$ cat src/rtl/prog_loader_pkg.sv
// prog_loader shared types: FSM states and byte/word/length widths.
// Checksum stage is enabled by defining PROG_LOADER_CHECKSUM_EN.
package prog_loader_pkg;

  localparam int BYTE_W = 8;
  localparam int WORD_W = 32;
  localparam int LEN_W  = 16;
  localparam int CNT_W  = LEN_W + 1;
  localparam int BPW    = WORD_W / BYTE_W;

  typedef enum logic [2:0] {
    IDLE,
    LEN_HI,
    LEN_LO,
    DATA,
    CHECK,
    DONE,
    ERROR
  } state_t;

  function automatic logic rx_state(input state_t s);
    return s inside {LEN_HI, LEN_LO, DATA, CHECK};
  endfunction

endpackage

$ cat src/rtl/prog_loader_word_packer.sv
// prog_word_packer: little-endian byte-to-word assembly for prog_loader.
// Emits the finished word with a one-cycle word_valid after the 4th byte.
module prog_word_packer
  import prog_loader_pkg::*;
(
  input  logic              clk,
  input  logic              rst,
  input  logic              clear,
  input  logic [BYTE_W-1:0] byte_in,
  input  logic              byte_valid,
  output logic              last,
  output logic [WORD_W-1:0] word,
  output logic              word_valid
);

  localparam int IDX_W = $clog2(BPW);

  logic [IDX_W-1:0]         idx;
  logic [WORD_W-BYTE_W-1:0] acc;

  assign last = (idx == IDX_W'(BPW - 1));

  // bytes shift in from the top so the first one lands in bits 7:0
  always_ff @(posedge clk) begin
    if (!rst) begin
      idx        <= '0;
      acc        <= '0;
      word       <= '0;
      word_valid <= 1'b0;
    end else begin
      word_valid <= 1'b0;
      if (clear) begin
        idx <= '0;
      end else if (byte_valid) begin
        acc <= {byte_in, acc[WORD_W-BYTE_W-1:BYTE_W]};
        idx <= idx + 1'b1;
        if (last) begin
          word       <= {byte_in, acc};
          word_valid <= 1'b1;
        end
      end
    end
  end

endmodule

$ cat src/rtl/prog_loader.sv
// prog_loader: streams a length-prefixed image into program memory.
// Define PROG_LOADER_CHECKSUM_EN to require a trailing XOR check byte.
module prog_loader
  import prog_loader_pkg::*;
#(
  parameter int ADDR_W    = 8,
  parameter int MAX_WORDS = 2**ADDR_W
) (
  input  logic              clk,
  input  logic              rst,
  input  logic              start,
  input  logic [BYTE_W-1:0] rx_data,
  input  logic              rx_valid,
  output logic              rx_ready,
  output logic              mem_we,
  output logic [ADDR_W-1:0] mem_addr,
  output logic [WORD_W-1:0] mem_wdata,
  output logic              cpu_rst,
  output logic              done,
  output logic              err
);

  state_t           st;
  state_t           nxt;
  logic [LEN_W-1:0] len;
  logic [LEN_W-1:0] len_in;
  logic [CNT_W-1:0] wcnt;
  logic             acc;
  logic             clear;
  logic             last;

`ifdef PROG_LOADER_CHECKSUM_EN
  localparam state_t FINAL = CHECK;
  logic [BYTE_W-1:0] csum;
`else
  localparam state_t FINAL = DONE;
`endif

  assign acc    = rx_valid && rx_ready;
  assign clear  = start && (st inside {IDLE, DONE, ERROR});
  assign len_in = {len[LEN_W-1:BYTE_W], rx_data};

  assign mem_addr = wcnt[ADDR_W-1:0];

  prog_word_packer u_pack (
    .clk        (clk),
    .rst        (rst),
    .clear      (clear),
    .byte_in    (rx_data),
    .byte_valid (acc && st == DATA),
    .last       (last),
    .word       (mem_wdata),
    .word_valid (mem_we)
  );

  always_comb begin
    nxt = st;
    unique case (st)
      IDLE:   if (start) nxt = LEN_HI;
      LEN_HI: if (acc) nxt = LEN_LO;
      LEN_LO:
        if (acc) begin
          if ({1'b0, len_in} > CNT_W'(MAX_WORDS))
            nxt = ERROR;
          else if (len_in == '0)
            nxt = FINAL;
          else
            nxt = DATA;
        end
      DATA:
        if (acc && last && (wcnt + 1'b1) == {1'b0, len})
          nxt = FINAL;
`ifdef PROG_LOADER_CHECKSUM_EN
      CHECK:  if (acc) nxt = (rx_data == csum) ? DONE : ERROR;
`endif
      DONE:   if (start) nxt = LEN_HI;
      ERROR:  if (start) nxt = LEN_HI;
      default: nxt = IDLE;
    endcase
  end

  // status outputs are registered from the next state
  always_ff @(posedge clk) begin
    if (!rst) begin
      st       <= IDLE;
      rx_ready <= 1'b0;
      cpu_rst  <= 1'b1;
      done     <= 1'b0;
      err      <= 1'b0;
      len      <= '0;
      wcnt     <= '0;
    end else begin
      st       <= nxt;
      rx_ready <= rx_state(nxt);
      cpu_rst  <= (nxt != DONE);
      done     <= (nxt == DONE);
      err      <= (nxt == ERROR);
      if (acc && st == LEN_HI) len[LEN_W-1:BYTE_W] <= rx_data;
      if (acc && st == LEN_LO) len[BYTE_W-1:0] <= rx_data;
      if (clear)
        wcnt <= '0;
      else if (mem_we)
        wcnt <= wcnt + 1'b1;
    end
  end

`ifdef PROG_LOADER_CHECKSUM_EN
  always_ff @(posedge clk) begin
    if (!rst)
      csum <= '0;
    else if (clear)
      csum <= '0;
    else if (acc && st != CHECK)
      csum <= csum ^ rx_data;
  end
`endif

endmodule

$ cat config.mk
export PLATFORM = sky130hd
export DESIGN_NAME = prog_loader
export DESIGN_NICKNAME = d
export VERILOG_FILES = /design/src/rtl/prog_loader_pkg.sv /design/src/rtl/prog_loader_word_packer.sv /design/src/rtl/prog_loader.sv
export SDC_FILE = /design/constraint.sdc
export NUM_CORES = 1
export LEC_CHECK = 0
export CORE_MARGIN = 2
export CORE_UTILIZATION = 50
export DETAILED_ROUTE_END_ITERATION = 7
export PLACE_DENSITY = 0.76
export SETUP_SLACK_MARGIN = 0.2
export SYNTH_ARGS = -nofsm -noshare
export SYNTH_HDL_FRONTEND = slang
export SYNTH_SLANG_ARGS = --single-unit
export TNS_END_PERCENT = 5
$ cat constraint.sdc
create_clock -name clk -period 2.3 [get_ports clk]
set_input_delay 0.23 -clock clk [delete_from_list [all_inputs] [get_ports clk]]
set_output_delay 0.23 -clock clk [all_outputs]
set_load 0.005 [all_outputs]
==> impl_metrics.toml <==
[power]
p_comb_frac = 0.054
pwr_density_cell_nw_per_um2 = 538
leakage_nw = 2.02
vdd_ir_drop_max_mv = 0.342
swShare = 0.250
clkPwrFrac = 0.366
p_int_w = 0.00224
switching_power_w = 0.000747
power_w = 0.00299
pwr-share-seq = 0.580

[sta]
rsz0062_at_grt = "yes"
min_period_ps = 2160
finalClockSkew_ps = 6.31
fmax_mhz = 462
report.final.slew_viol_count = 0
hold_violations = 0
setup_tns_ps = 0
worst_pin_slew_ps = 725
fin_crit_sh = 0.941
setup_viol = 0
slew_headroom = 0.515

[cells_and_area]
drive_gt1_frac = 0.150
fillers = 708
most-common-layout-cells = "nand2_1 (135), dfxtp_1 (89), a21oi_1 (60)"
diodes = 0
layout.cells.most_common = "nand2_1"
multi_input_area_um2 = 2230
final_nets = 623
stdcell_count = 722
seqCellArea_um2 = 2000
areaGrowthSynthToFinish_pct = 26.6

[clocking]
cts-root-buf = "clkbuf_8"
clockBufferDepth = 2
path_clk_slew_ps = 100
cts_sinks = 99
cts_buffers = 9
cts_tree = "done"
clk-insertion-delay-late_ps = 360
htree_levels = 3

[grt]
grt_pass1_vias = 3600
gr-total-overflow = 0
grt_usage = 0.227
grt_max_degree = 34
grt_pass1_wl_um = 17600
antenna_found_initial = 0

[synthesis]
synth_cell_types = 54
synth.top_cells.by_area = "dfxtp_1 (45%), nand2_1 (12%), a21oi_1 (6.9%), xor2_1 (4.0%), mux2i_1 (3.9%)"
synthCells = 537
synth-edff-count = 0
syn_area_um2 = 4380
syn-num-nets = 551
synth.avg_cell_area_um2 = 8.16
synth.mux.area_fraction = 0.0388
synth_flop_cell = "dfxtp_1"
yosys_warnings = 0
synth-compound-area-share = 0.122
synthAdderAreaFrac = 0.00571
yosys.area.top_type = "dfxtp_1"
ys_ff_latch = 99
synthSimpleGateAreaFrac = 0.251
synth_xor_area_frac = 0.0780
netlist.area_leader.share = 0.452
seq_area_frac_synth = 0.452
synthArstFlopShare = 0
synth_top_family_by_area = "simple AND/OR/NAND/NOR gates"

[detailed_routing]
drtIter0Drc = 200
viasPerCell = 5.36
vias = 3867
wl_per_cell_um = 14.6
antenna_left = 0
first_pass_iters = 4
post-route-drc-count = 0
postRouteWirelength_um = 10500

[setup_path]
end_kind = "register"
critPathMaxFanout = 4
critPathKind = "reg -> reg"
cp-start-kind = "register"
path_cells = "nand4_1, buf_4, nor4_2, o21a_1, o22ai_1, o2111a_2, a2111oi_4"
crit_arrival_ps = 2440
crit_buf_inv = 1
cp.required_ps = 2570
slowest_delay_ps = 410
cp_slowest_cell = "dfxtp_1"
crit_family = "compound AO/OA/AOI/OAI gates"

[floorplan]
die_h_um = 97.6
dieArea_um2 = 9530
core_um2 = 8590
start_util = 0.510
io_pins = 57
placementRows = 34
die_w_um = 97.6

[placement]
port_buffers = 56
place_hpwl_um = 7430
dpl.cell_count = 695
gp_congestion = 1.00

[min_path]
hp-class = "reg -> reg"

[status]
outcome = "complete, no violations"

[run]
cap_viol_max_count = 0
## cell families after synthesis
family	count (synthesis)
AND/OR/NAND/NOR	242
flip-flops	99
AO/OA/AOI/OAI	88
buffers and inverters	50
XOR/XNOR	39
multiplexers	17
adder cells (fa/ha/maj)	2
## cells in the mapped netlist, drive strengths merged, types with 6 or more instances
cell,number
nor4,8
xnor2,19
xor2,20
inv,7
nand4,6
nand2,136
nor2,43
o21ai,7
a21oi,60
dfxtp,99
mux2i,17
clkbuf,25
nand3,13
buf,18
## sequential cells by signal, summed over array words and instances, names as in the netlist
signal             flops
done                   1
cpu_rst                1
st                     3
u_pack.word           32
u_pack.acc            24
u_pack.word_valid      1
wcnt                  17
rx_ready               1
u_pack.idx             2
err                    1
len                   16
## through the flow
step	instance area (um2)	setup slack (ps)	utilization	hold WS (ps)
floorplan	4410	167	-	334
global placement	5190	52.8	0.604	443
detailed placement	5190	-90.9	0.604	447
CTS	5530	202	0.644	461
global route	5550	86.8	0.646	483
finish	5550	136	0.646	458
## worst paths after layout
| path | startpoint | endpoint | slack, ps | depth (start not counted) |
|---|---|---|---|---|
| worst max register to register | wcnt[10] | rx_ready | 140 | 7 |
| worst max-delay path | wcnt[10] | rx_ready | 140 | 7 |
| worst min register to register | u_pack.word[3] | u_pack.word[3] | 460 | 2 |
| worst min-delay path | u_pack.word[3] | u_pack.word[3] | 460 | 2 |
## worst register-to-register path: stages, from the launching register on
cell and delay [ps]:
dfxtp_1 410, nand4_1 210, buf_4 210, nor4_2 390, o21a_1 180, o22ai_1 100
o2111a_2 310, a2111oi_4 290
## area by class of cell
class | count | area share
timing repair buffer | 104 | 0.173
clock inverter | 6 | 0.00970
clock buffer | 10 | 0.0248
tap | 108 | 0.0244
sequential | 99 | 0.360
multi-input combinational | 388 | 0.403
inverter | 7 | 0.00474
## what timing repair did
item,4_1_cts,5_1_grt
resized for setup,22,0
hold buffers,0,0
setup endpoints to repair,5,5
pin swaps,10,1
cloned,0,0
setup buffers,9,2
## layer usage
metal,wire (um),part of all wire,GRT usage
met4,218,0.021,0.0812
met3,517,0.049,0.0511
met5,0,0,0
met1,5060,0.48,0.314
met2,4730,0.45,0.347
## power groups by stage
stage	combinational (W)	clock [W]	sequential (W)
6_report	0.000161	0.00109	0.00173
5_1_grt	0.000175	0.00119	0.00173
4_1_cts	0.000160	0.00111	0.00173
3_5_place_dp	0.000157	0	0.00177
3_3_place_gp	0.000154	0	0.00177
2_1_floorplan	0.0000845	0	0.00177
Power figures use the tool's default switching activity.
